<file path="src/rtl/dump_ctrl.sv">
// Trace dump controller: streams one channel of a captured 512-entry trace to a UART,
// oldest sample first, one RAM read / transmit handshake per byte.
module dump_ctrl #(
  parameter int unsigned DEPTH_W = 9
) (
  input  logic               clk,
  input  logic               rst_n,
  input  logic               dump_start,
  input  logic [1:0]         dump_chan,
  input  logic               capture_done,
  input  logic [DEPTH_W-1:0] trace_end,
  input  logic [23:0]        ram_rdata,
  output logic [DEPTH_W-1:0] ram_addr,
  output logic               ram_en,
  output logic [7:0]         tx_data,
  output logic               trmt,
  input  logic               tx_done,
  output logic               dumping,
  output logic               dump_done,
  output logic               clr_capture_done
);

  typedef enum logic [2:0] {
    StIdle   = 3'd0,
    StRead   = 3'd1,
    StLatch  = 3'd2,
    StSend   = 3'd3,
    StWaitTx = 3'd4,
    StFinish = 3'd5
  } state_e;

  state_e             state_q;
  logic [1:0]         chan_q;
  logic [DEPTH_W-1:0] cnt_q;

  // All outputs are registered and asserted on the transition into the state they belong to,
  // so each strobe is high exactly while the FSM sits in that state.
  always_ff @(posedge clk or negedge rst_n) begin
    if (!rst_n) begin
      state_q          <= StIdle;
      chan_q           <= 2'd0;
      cnt_q            <= '0;
      ram_addr         <= '0;
      ram_en           <= 1'b0;
      tx_data          <= 8'h00;
      trmt             <= 1'b0;
      dumping          <= 1'b0;
      dump_done        <= 1'b0;
      clr_capture_done <= 1'b0;
    end else begin
      ram_en           <= 1'b0;
      trmt             <= 1'b0;
      dump_done        <= 1'b0;
      clr_capture_done <= 1'b0;
      case (state_q)
        StIdle: begin
          if (dump_start && capture_done && (dump_chan != 2'd3)) begin
            chan_q   <= dump_chan;
            // Oldest sample sits just after the last written address.
            ram_addr <= trace_end + 1'b1;
            cnt_q    <= '0;
            ram_en   <= 1'b1;
            dumping  <= 1'b1;
            state_q  <= StRead;
          end
        end
        StRead: begin
          state_q <= StLatch;
        end
        StLatch: begin
          case (chan_q)
            2'd0:    tx_data <= ram_rdata[7:0];
            2'd1:    tx_data <= ram_rdata[15:8];
            default: tx_data <= ram_rdata[23:16];
          endcase
          trmt    <= 1'b1;
          state_q <= StSend;
        end
        StSend: begin
          state_q <= StWaitTx;
        end
        StWaitTx: begin
          if (tx_done) begin
            if (cnt_q == {DEPTH_W{1'b1}}) begin
              dump_done        <= 1'b1;
              clr_capture_done <= 1'b1;
              state_q          <= StFinish;
            end else begin
              ram_addr <= ram_addr + 1'b1;
              cnt_q    <= cnt_q + 1'b1;
              ram_en   <= 1'b1;
              state_q  <= StRead;
            end
          end
        end
        StFinish: begin
          dumping <= 1'b0;
          state_q <= StIdle;
        end
        default: begin
          dumping <= 1'b0;
          state_q <= StIdle;
        end
      endcase
    end
  end

endmodule
</file>
<file path="config.mk">
export PLATFORM = sky130hd
export DESIGN_NAME = dump_ctrl
export DESIGN_NICKNAME = d
export VERILOG_FILES = /design/src/rtl/dump_ctrl.sv
export SDC_FILE = /design/constraint.sdc
export NUM_CORES = 1
export LEC_CHECK = 0
export CAP_MARGIN = 10
export CORE_ASPECT_RATIO = 1.5
export CORE_MARGIN = 2
export CORE_UTILIZATION = 55
export DETAILED_ROUTE_END_ITERATION = 8
export DONT_BUFFER_PORTS = 1
export GPL_TIMING_DRIVEN = 0
export MAX_ROUTING_LAYER = met4
export PLACE_DENSITY = 0.73
export SLEW_MARGIN = 20
export SYNTH_ARGS = -nofsm -noshare
export SYNTH_HDL_FRONTEND = slang
export SYNTH_SLANG_ARGS = --single-unit
</file>
<file path="constraint.sdc">
create_clock -name clk -period 3.1 [get_ports clk]
set_input_delay 0.465 -clock clk [delete_from_list [all_inputs] [get_ports clk]]
set_output_delay 0.465 -clock clk [all_outputs]
set_load 0.02 [all_outputs]
</file>
======== Word level (Yosys, flattened, before mapping) ========
Cells that the tools add are included.
storage, ports and cells
  register bits after elaboration ......... 35
  input bits .............................. 40
  output and inout bits ................... 22
  word-level logic and storage cells ...... 56
cells by class
  $add $sub $neg .......................... 3
  equal/unequal tests ..................... 10
  muxes and demuxes ....................... 23
  bitwise operators ....................... 1
  reduce and logical (&&, ||, !) cells .... 10
operators with widths
  operator               count
  $mux W9                6
  $pmux W9 S2            2
  $add A9 B1 Y9 const B  3
  $pmux W8 S2            1
  $pmux W3 S5            1
  $eq A9 B9 Y1 const B   1
  $mux W3                3
  $mux W1                8
  $ne A2 B2 Y1 const B   4
  $eq A3 B2 Y1 const B   2
  $reduce_and A2 Y1      3
  $pmux W1 S2            2
  $reduce_and A4 Y1      1
  $reduce_or A4 Y1       1
  $eq A3 B1 Y1 const B   1
  $eq A3 B3 Y1 const B   1
  $logic_not A3 Y1       1
  $eq A2 B1 Y1 const B   1
  $logic_and A1 B1 Y1    2
  $logic_not A2 Y1       1
  $reduce_bool A2 Y1     1
  $not A1 Y1             1

======== Depth between registers and ports, before layout ========
Gate-level depths: netlist of the first run.
  depth in word-level cells ............... 4
  mapped depth ............................ 12
  gate-level depth less buffers ........... 9

======== Worst setup path after synthesis of the first run ========
No wires, ideal clock.
  kind .................................... flip-flop to flip-flop
  from .................................... register state_q[1]
  to ...................................... register ram_addr[8]
  arrival ................................. 2207 ps
  data required time ...................... 2978 ps
  setup slack ............................. 771 ps
  stages on the path, launching flop included .. 13
  clock period less this slack ............ 2329 ps
  path through ............................ dfrtp_1 buf_6 or3b_1 buf_6 clkbuf_1 nand2_1 nand2_1 ha_1 nand3_1 nor3_1 a22oi_1 mux2i_1 a21oi_1
between the ends
  longest elaborated chain between the ends .. 3
ends and longest elaborated chain
  what                                                                        line  source
  start, declared                                                             32    state_e state_q;
  start signal, assigned                                                      40    state_q <= StIdle;
  start signal, assigned                                                      64    state_q <= StRead;
  start signal, assigned                                                      68    state_q <= StLatch;
  $eq A3 B3 Y1 / $logic_not A3 Y1 (equally long branches)                     55    case (state_q)
  $ne A2 B2 Y1 (no source line) / $reduce_bool A2 Y1 (equally long branches)  --
  $reduce_and A4 Y1 (no source line)                                          --
  end signal, assigned                                                        60    ram_addr <= trace_end + 1'b1;
  end signal, assigned                                                        89    ram_addr <= ram_addr + 1'b1;
  end, declared                                                               13    output logic [DEPTH_W-1:0] ram_addr,
Several ways; a longest one is shown, not always the timed one.
A chain may end at the register's enable or synchronous reset.

======== Final worst setup path of the first run ========
  from .................................... register state_q[0]
  to ...................................... register ram_addr[8]
Same word-level chain as after synthesis.

==> results of run 1 <==
-- per-layer routing --
layer,vias to the layer above,routed length [um]
met5,-,0
met4,0,110
met3,10,348
met2,73,2240
met1,762,1550
li1,825,-
-- cell type report --
class                      count  area, um^2
buffer                        14       80.08
clock buffer                   8       100.1
fill                         334        1411
inverter                       8       31.28
multi-input combinational    176        1042
sequential                    35       875.8
tap                           43       53.80
timing repair buffer           1       20.02
-- worst paths after layout --
kind | startpoint | to | slack, ns | cells after the start
worst min register to register | cnt_q[1]$_DFFE_PN0P_ | cnt_q[1]$_DFFE_PN0P_ | 0.53 | 1
max in group asynchronous | rst_n | tx_data[0]$_DFFE_PN0P_ | 2.90 | 1
min in group clk | dump_chan[1] | chan_q[1]$_DFFE_PN0P_ | 0.29 | 2
worst max register to register | state_q[0]$_DFFE_PN0P_ | ram_addr[8]$_DFFE_PN0P_ | 0.46 | 11
worst min-delay path | rst_n | clr_capture_done$_DFF_PN0_ | 0.009 | 1
worst max-delay path | state_q[0]$_DFFE_PN0P_ | ram_addr[8]$_DFFE_PN0P_ | 0.46 | 11
-- power by group --
group | total, mW | internal, mW | switching [mW]
registers | 0.910 | 0.618 | 0.292
logic | 0.686 | 0.283 | 0.403
clock network | 0.357 | 0.203 | 0.154
total | 1.95 | 1.10 | 0.849
-- cell families after synthesis --
logic type,synth area share
fa+ha+maj,0.02466
simple gates,0.2263
buf+inv,0.05487
flops,0.4316
xor+xnor,0.04316
compound gates,0.1702
mux,0.04932
-- worst max-delay path, stage by stage, from the launching register on --
cell      delay (ns)
dfrtp_1         0.37
buf_2           0.16
nor3b_1         0.25
clkbuf_1        0.40
nand2_1         0.10
nand2_1         0.09
ha_1            0.27
nand3_1         0.20
nor3_1          0.31
a22oi_1         0.15
mux2i_1         0.15
a21oi_1         0.12
-- state kept, by name, indices dropped and copies added (netlist names), 2 cells and up --
register / cells
chan_q: 2
cnt_q: 9
ram_addr: 9
state_q: 3
tx_data: 8
-- through the flow --
step | utilization | cell area, um^2 | cells
6_report | 0.6096 | 2203 | 285
5_1_grt | 0.6096 | 2203 | 285
4_1_cts | 0.6096 | 2203 | 285
3_5_place_dp | 0.5763 | 2083 | 276
3_3_place_gp | 0.5763 | 2083 | 276
2_1_floorplan | - | 2029 | 233
-- cells in the final DEF, fill, tap and decap left out, types with 2 or more instances in the layout --
master,synthesis,final
o21ai_0,13,13
and3_1,6,6
nand2_1,37,37
a211oi_1,2,2
o22a_1,2,2
a21oi_1,19,19
buf_6,3,3
ha_1,4,4
nand3b_1,2,2
clkbuf_1,8,9
xnor2_1,8,8
dfrtp_1,35,35
nand4_1,2,2
o21ai_1,5,5
mux2i_1,10,10
clkbuf_8,0,7
xor2_1,2,2
nand3_1,9,9
inv_1,7,7
nor2_1,25,25
a221oi_1,2,2
a22o_1,2,2
nor3_1,8,8
o22ai_1,2,2
==> out/metrics.cfg, run 1 <==
[critical_path]
worst_ep_arrival_time_ns=2.85
path_max_fanout=10
cp.required_ns=3.31
crit_type=reg -> reg
setup.worst_path.end_class=register
cp-start-kind=register

[pwr]
max-vdd-ir-drop_v=0.0005894
p_leak_nw=0.9844
finalPower_mw=1.953
powerDensity_nw_per_um2=886.5

[floorplan]
rows=27
dieArea_um2=4202
initial_utilization=0.5614
die_height_um=78.40
core_area_um2=3615
io_pins=62
die_w_um=53.60

[sta]
grt_setup_unrepaired=no
skew_ns=0.006120
setup_violations=0
slew_headroom=0.6138
max_freq_mhz=379.1
maxSlewViolCount=0
period_share=0.8509
final.min_clock_period_ns=2.638
hold_viol_final=0
finalWorstSetupSlack_ns=0.4622
whs_ns=0.008578
fin_setup_tns_ns=0
tightestPinTransition_ns=0.5794

[drt]
drt_iter0_drc=22
totalWireLength_mm=4.249
ant_nets=0
wire_per_inst_um=14.91
vias_per_cell=5.860
num_vias=1670
drt-pass1-iter-count=4
route.detailed.drc=0

[flow_run]
maxCapViolations=0

[synthesis]
syn-mean-instance-area_um2=8.710
ys_ff_latch=35
yosysMostFrequentCell=nand2_1
synth_top_area_share=0.4316
synth-async-reset-ratio=1.000
synth_top_flop_cell=dfrtp_1
synth_edf_count=0
yosysSeqAreaShare=0.4316
yosysTopAreaCell=dfrtp_1
synth_cell_types=43
synth_commonest_cells=37 x nand2_1, 35 x dfrtp_1, 25 x nor2_1, 19 x a21oi_1, 13 x o21ai_0
yosysWarnings=0
synth.net_count=277
ys_top_cells_by_area=dfrtp_1 43%, nand2_1 6.8%, mux2i_1 4.9%, a21oi_1 4.7%, nor2_1 4.6%
synthCells=233
netlist_area_um2=2029

[grt]
grt_pass1_vias=1662
top_usage_layer=met2
overflow=0
grt_use_met1=0.2338
grt_pass1_wl_mm=7.065
grt_max_degree=36
grt_usage=0.2336
use_met2=0.3938
use_met3=0.06654
antenna_found_initial=0

[clock_network]
cts_sinks=35
clock_path_buffers=2
cts_setup_buffers=0
cts_max_level=2
cts_resized=0
cts_inserted_buffers=5
root_buffer=clkbuf_8
clk-insertion-delay-late_ns=0.28
clk_pin_slew_ns=0.07
hold_buffers=1
cts_tree=done

[worst_hold_path]
hold_path.class=in -> async

[status]
status=finished clean

[placement]
post-place-ws_ns=0.4432
dp_hpwl_mm=3.241
gp_congestion=0.8068
io_buffers=0

[cells_and_area]
final_layout_size_suffix_gt1_frac=0.08264
n_antenna_cell=0
final_nets=285
syn_to_final_growth_pct=8.570

No activity file was read; power rests on OpenSTA's default activity.
==> inputs of run 2 (changes only) <==
--- a/config.mk
+++ b/config.mk
@@ -6,7 +6,7 @@
 export NUM_CORES = 1
 export LEC_CHECK = 0
 export CAP_MARGIN = 10
-export CORE_ASPECT_RATIO = 1.5
+export CORE_ASPECT_RATIO = 0.7
 export CORE_MARGIN = 2
 export CORE_UTILIZATION = 55
 export DETAILED_ROUTE_END_ITERATION = 8
==> out/metrics.cfg, run 2 (synthesis gave the netlist of run 1 again) <==
[status]
status=finished clean

[critical_path]
crit_chain=buf_6 > or3b_1 > buf_6 > clkbuf_1 > nand2_1 > nand2_1 > ha_1 > nand3_1 > nor3_1 > a22oi_1 > mux2i_1 > a21oi_1
crit_type=reg -> reg
cpMaxStageDelayCell=dfrtp_1
setup.worst_path.end_class=register
cp.required_ns=3.28  ; -0.03 ns
cp-start-kind=register
worst_ep_arrival_time_ns=2.90  ; +0.05 ns
crit_path_max_incr_delay_ns=0.38  ; -0.02 ns
path_max_fanout=10  ; unchanged

[drt]
vias_per_cell=5.611  ; -4.2%
totalWireLength_mm=4.392  ; +3.4%
ant_nets=0  ; unchanged
drt-pass1-iter-count=4  ; unchanged
route.detailed.drc=0  ; unchanged
wire_per_inst_um=14.99  ; +0.54%
drt_iter0_drc=104  ; +370%
num_vias=1644  ; -1.6%

[clock_network]
clock_path_buffers=2  ; unchanged
root_buffer=clkbuf_8
clk_pin_slew_ns=0.08  ; about the same
cts_setup_buffers=0  ; unchanged
cts_tree=done
cts_max_level=2  ; unchanged
cts_sinks=35  ; unchanged
clk-insertion-delay-late_ns=0.30  ; +0.02 ns
cts_inserted_buffers=5  ; unchanged

[sta]
grt_setup_unrepaired=no
hold_viol_final=0  ; unchanged
setup_violations=0  ; unchanged
skew_ns=0.01104  ; +0.004920 ns
maxSlewViolCount=0  ; unchanged
max_freq_mhz=368.3  ; -2.9%
final.min_clock_period_ns=2.716  ; +0.07767 ns
slew_headroom=0.6119  ; -0.001830
tightestPinTransition_ns=0.5821  ; +0.002746 ns
period_share=0.8760  ; +0.02506
fin_setup_tns_ns=0  ; unchanged

[cells_and_area]
nFillCells=309  ; -7.5%
layout_commonest_cell=nand2_1
top_regs=cnt_q: 9 flops, ram_addr: 9 flops, tx_data: 8 flops
final_nets=286  ; +0.35%
final_layout_size_suffix_gt1_frac=0.08642  ; +0.003775
mostFrequentLayoutCells=37 x nand2_1, 35 x dfrtp_1, 25 x nor2_1
instances_no_fill=293  ; +2.8%
n_antenna_cell=0  ; unchanged
syn_to_final_growth_pct=11.28

[floorplan]
core_area_um2=3536  ; -2.2%
dieArea_um2=4199  ; about the same
die_w_um=76.61  ; +43%
die_height_um=54.82  ; -30%
initial_utilization=0.5740  ; +0.01252
io_pins=62  ; unchanged
rows=18  ; -33%

[grt]
grt_pass1_wl_mm=7.169  ; +1.5%
antenna_found_initial=0  ; unchanged
grt_max_degree=36  ; unchanged
grt_pass1_vias=1486  ; -11%
grt_usage=0.2344  ; +0.0008344
overflow=0  ; unchanged

[placement]
gp_congestion=0.7574  ; -6.1%
io_buffers=0  ; unchanged
dp_hpwl_mm=3.271  ; +0.92%
placedCellCount=283  ; +2.5%

[pwr]
p_leak_nw=1.001  ; +1.7%
max-vdd-ir-drop_v=0.0005770  ; -2.1%
powerDensity_nw_per_um2=932.8  ; +5.2%

[worst_hold_path]
hold_path.class=in -> reg

[flow_run]
maxCapViolations=0  ; unchanged

[run 2: cell count changes in the layout (fill, tap and decap cells not counted)]
cell / change
clkbuf_1: -1
dlygate4sd3_1: +1
clkbuf_8: -2
clkinvlp_4: +1
bufinv_16: +2
[run 2: power breakdown]
| part | switching (mW) | total, mW | internal (mW) |
|---|---|---|---|
| Clock | 0.173 | 0.494 | 0.321 |
| Combinational | 0.415 | 0.700 | 0.285 |
| Sequential | 0.295 | 0.912 | 0.617 |
[run 2: worst paths after layout]
check | endpoint | slack (ns) | cells after the start | from
worst max-delay path | ram_addr[8]$_DFFE_PN0P_ | 0.38 | 12 | state_q[1]$_DFFE_PN0P_
worst min-delay path | chan_q[0]$_DFFE_PN0P_ | 0.27 | 2 | dump_chan[0]
worst max register to register | ram_addr[8]$_DFFE_PN0P_ | 0.38 | 12 | state_q[1]$_DFFE_PN0P_
worst min register to register | cnt_q[0]$_DFFE_PN0P_ | 0.54 | 1 | cnt_q[0]$_DFFE_PN0P_
max in group asynchronous | ram_addr[7]$_DFFE_PN0P_ | 2.31 | 2 | rst_n
min in group asynchronous | cnt_q[4]$_DFFE_PN0P_ | 0.61 | 2 | rst_n
[run 2: routing by layer]
layer / global-route usage / vias up / share of wire
met3: 0.06766 / 9 / 0.046
met1: 0.3071 / 767 / 0.50
met5: - / - / 0
li1: - / 830 / -
met4: 0.09394 / 0 / 0.015
met2: 0.3481 / 38 / 0.44
[run 2: stage by stage]
step / setup slack (ns) / utilization / area [um^2] / hold WS (ns) / total power, mW
after floorplan: 0.7711 / - / 2029 / 0.1694 / 1.440
after global placement: 0.5106 / 0.5916 / 2092 / 0.1703 / 1.581
after detailed placement: 0.4521 / 0.5916 / 2092 / 0.1702 / 1.605
after CTS: 0.4390 / 0.6387 / 2258 / 0.2637 / 2.115
after global routing: 0.07263 / 0.6387 / 2258 / 0.2613 / 2.268
final: 0.3845 / 0.6387 / 2258 / 0.2679 / 2.107
[run 2: final cells by class]
class,instances,area (um^2),share of cell area
Clock inverter,3,67.56,0.02992
Buffer,14,80.08,0.03546
Timing Repair Buffer,2,30.03,0.01330
Multi-Input combinational cell,176,1042,0.4615
Clock buffer,5,68.82,0.03047
Tap cell,50,62.56,0.02770
Sequential cell,35,875.8,0.3878
Inverter,8,31.28,0.01385
[run 2: worst max-delay path: cells and delay by family (launching register included)]
family                     cells  cell delay (ns)
adders and majority gates      1             0.25
muxes                          1             0.23
buffers and inverters          3             0.52
DFF                            1             0.38
and+or+nand+nor                5             0.90
AOI/OAI and AO/OA              2             0.30
[run 2: timing repair]
item	in CTS	in global routing
hold endpoints to repair	35	0
gates resized for setup	0	0
hold buffers	2	0
==> inputs of run 3 (changes only) <==
--- a/config.mk
+++ b/config.mk
@@ -13,7 +13,7 @@
 export DONT_BUFFER_PORTS = 1
 export GPL_TIMING_DRIVEN = 0
 export MAX_ROUTING_LAYER = met4
-export PLACE_DENSITY = 0.73
+export PLACE_DENSITY_LB_ADDON = 0.08
 export SLEW_MARGIN = 20
 export SYNTH_ARGS = -nofsm -noshare
 export SYNTH_HDL_FRONTEND = slang
==> constraint.sdc (replaced) <==
create_clock -name clk -period 3.1 [get_ports clk]
set_input_delay 0.465 -clock clk [delete_from_list [all_inputs] [get_ports clk]]
set_output_delay 0.465 -clock clk [all_outputs]
set_load 0.005 [all_outputs]
==> out/metrics.cfg, run 3 (synthesis gave the netlist of run 1 again) <==
[grt]
grt_max_degree=36  ; unchanged
grt_pass1_vias=1474  ; -0.81%
grt_usage=0.2400  ; +0.005626
antenna_found_initial=0  ; unchanged
overflow=0  ; unchanged
grt_pass1_wl_mm=7.348  ; +2.5%

[sta]
skew_ns=0.005550  ; -0.005489 ns
maxSlewViolCount=0  ; unchanged
tightestPinTransition_ns=0.5877  ; +0.005648 ns
period_share=0.8740  ; -0.002007
slew_headroom=0.6082  ; -0.003765
final.min_clock_period_ns=2.709  ; -0.006221 ns
fin_setup_tns_ns=0  ; unchanged
max_freq_mhz=369.1  ; +0.23%
hold_viol_final=0  ; unchanged
setup_violations=0  ; unchanged
grt_setup_unrepaired=no

[pwr]
p_int_mw=1.061  ; -13%
max-vdd-ir-drop_v=0.0005187  ; -10%
pwr-share-clk=0.176  ; -0.059
p_switching_uw=752.2  ; -15%
p_leak_nw=0.9751  ; -2.6%
switching_share=0.4148  ; -0.004906
powerDensity_nw_per_um2=826.8  ; -11%
combinationalPowerShare=0.391  ; +0.059
seqPwrFrac=0.432  ; about the same

[drt]
totalWireLength_mm=4.758  ; +8.3%
ant_nets=0  ; unchanged
route.detailed.drc=0  ; unchanged
num_vias=1694  ; +3.0%
vias_per_cell=5.801  ; +3.4%
drt_iter0_drc=82  ; -21%
drt-pass1-iter-count=4  ; unchanged
wire_per_inst_um=16.29  ; +8.7%

[critical_path]
reg2regPathDepth=11  ; -1
r2r-start=state_q[0]$_DFFE_PN0P_
cp.required_ns=3.28  ; about the same
worst_ep_arrival_time_ns=2.89  ; about the same
crit_type=reg -> reg
path_max_fanout=10  ; unchanged
setup.worst_path.end_class=register
cp-start-kind=register
reg2reg_slack_ns=0.39  ; about the same
crit-reg2reg-capture=ram_addr[8]$_DFFE_PN0P_

[cells_and_area]
fin_util=0.6203  ; -0.01840
layout_commonest_cell=nand2_1
n_antenna_cell=0  ; unchanged
mostFrequentLayoutCells=37 x nand2_1, 35 x dfrtp_1, 25 x nor2_1
final_layout_size_suffix_gt1_frac=0.07851  ; -0.007907
final_nets=285  ; -0.35%
syn_to_final_growth_pct=8.076
nFillCells=323  ; +4.5%
top_regs=cnt_q: 9 flops, ram_addr: 9 flops, tx_data: 8 flops

[floorplan]
die_height_um=54.82  ; unchanged
dieArea_um2=4199  ; unchanged
io_pins=62  ; unchanged
die_w_um=76.61  ; unchanged
rows=18  ; unchanged
core_area_um2=3536  ; unchanged
initial_utilization=0.5740  ; unchanged

[clock_network]
clock_path_buffers=2  ; unchanged
cts_max_level=2  ; unchanged
cts_resized=0  ; unchanged
cts_sinks=35  ; unchanged
clk_pin_slew_ns=0.07  ; about the same
cts_inserted_buffers=5  ; unchanged
cts_tree=done
root_buffer=clkbuf_8
clk-insertion-delay-late_ns=0.29  ; about the same
cts_setup_buffers=0  ; unchanged

[placement]
gp_congestion=0.8416  ; +11%
io_buffers=0  ; unchanged
dp_hpwl_mm=3.463  ; +5.9%

[flow_run]
maxCapViolations=0  ; unchanged

[worst_hold_path]
hold_path.class=in -> async

[status]
status=finished clean

==> run 3: area by class of cell <==
cell class	instances	area, um^2	area share
Buffer	14	80.08	0.03651
Clock buffer	7	76.32	0.03480
Clock inverter	1	5.005	0.002282
Inverter	8	31.28	0.01426
Multi-Input combinational cell	176	1042	0.4752
Sequential cell	35	875.8	0.3993
Tap cell	50	62.56	0.02852
Timing Repair Buffer	1	20.02	0.009127
==> run 3: power by group through the flow <==
stage / sequential [mW] / clock (mW) / combinational, mW
6_report: 0.784 / 0.320 / 0.710
5_1_grt: 0.804 / 0.354 / 0.805
4_1_cts: 0.783 / 0.326 / 0.706
3_5_place_dp: 0.788 / 0 / 0.687
3_3_place_gp: 0.776 / 0 / 0.652
2_1_floorplan: 0.744 / 0 / 0.560
==> run 3: worst max-delay path by stage <==
stage | from | end | slack (ns) | cells after the start
after floorplan | state_q[1]$_DFFE_PN0P_ | ram_addr[8]$_DFFE_PN0P_ | 0.77 | 12
after global placement | state_q[0]$_DFFE_PN0P_ | ram_addr[8]$_DFFE_PN0P_ | 0.51 | 11
after detailed placement | state_q[1]$_DFFE_PN0P_ | ram_addr[8]$_DFFE_PN0P_ | 0.46 | 11
after CTS | state_q[1]$_DFFE_PN0P_ | ram_addr[8]$_DFFE_PN0P_ | 0.40 | 11
after global routing | state_q[0]$_DFFE_PN0P_ | ram_addr[8]$_DFFE_PN0P_ | 0.12 | 11
final | state_q[0]$_DFFE_PN0P_ | ram_addr[8]$_DFFE_PN0P_ | 0.39 | 11
==> run 3: critical path, cell delays in order, from the launching register on <==
cell	delay, ns
dfrtp_1	0.36
buf_2	0.17
nor3b_1	0.29
clkbuf_1	0.40
nand2_1	0.10
nand2_1	0.09
ha_1	0.27
nand3_1	0.23
nor3_1	0.28
a22oi_1	0.14
mux2i_1	0.20
a21oi_1	0.06
==> run 3: timing repair <==
| item | 4_1_cts | 5_1_grt |
|---|---|---|
| setup endpoints to repair | 0 | 0 |
| hold endpoints to repair | 35 | 0 |
| hold buffers | 1 | 0 |
==> run 3: routing by layer <==
layer | vias to the layer above | track usage | part of all wire
met5 | - | - | 0
met4 | 0 | 0.08485 | 0.010
met3 | 7 | 0.05116 | 0.058
met2 | 45 | 0.3496 | 0.45
met1 | 815 | 0.3344 | 0.48
li1 | 827 | - | -
==> run 3: per-stage QoR <==
step	hold slack, ns	instances	setup WS, ns	power [mW]	cell area [um^2]
6_report	0.006013	292	0.3907	1.814	2193
2_1_floorplan	0.1694	233	0.7722	1.304	2029
5_1_grt	0.004282	292	0.1154	1.963	2193
4_1_cts	0.009194	292	0.3997	1.815	2193
3_5_place_dp	0.1703	283	0.4574	1.475	2092
3_3_place_gp	0.1702	283	0.5079	1.428	2092
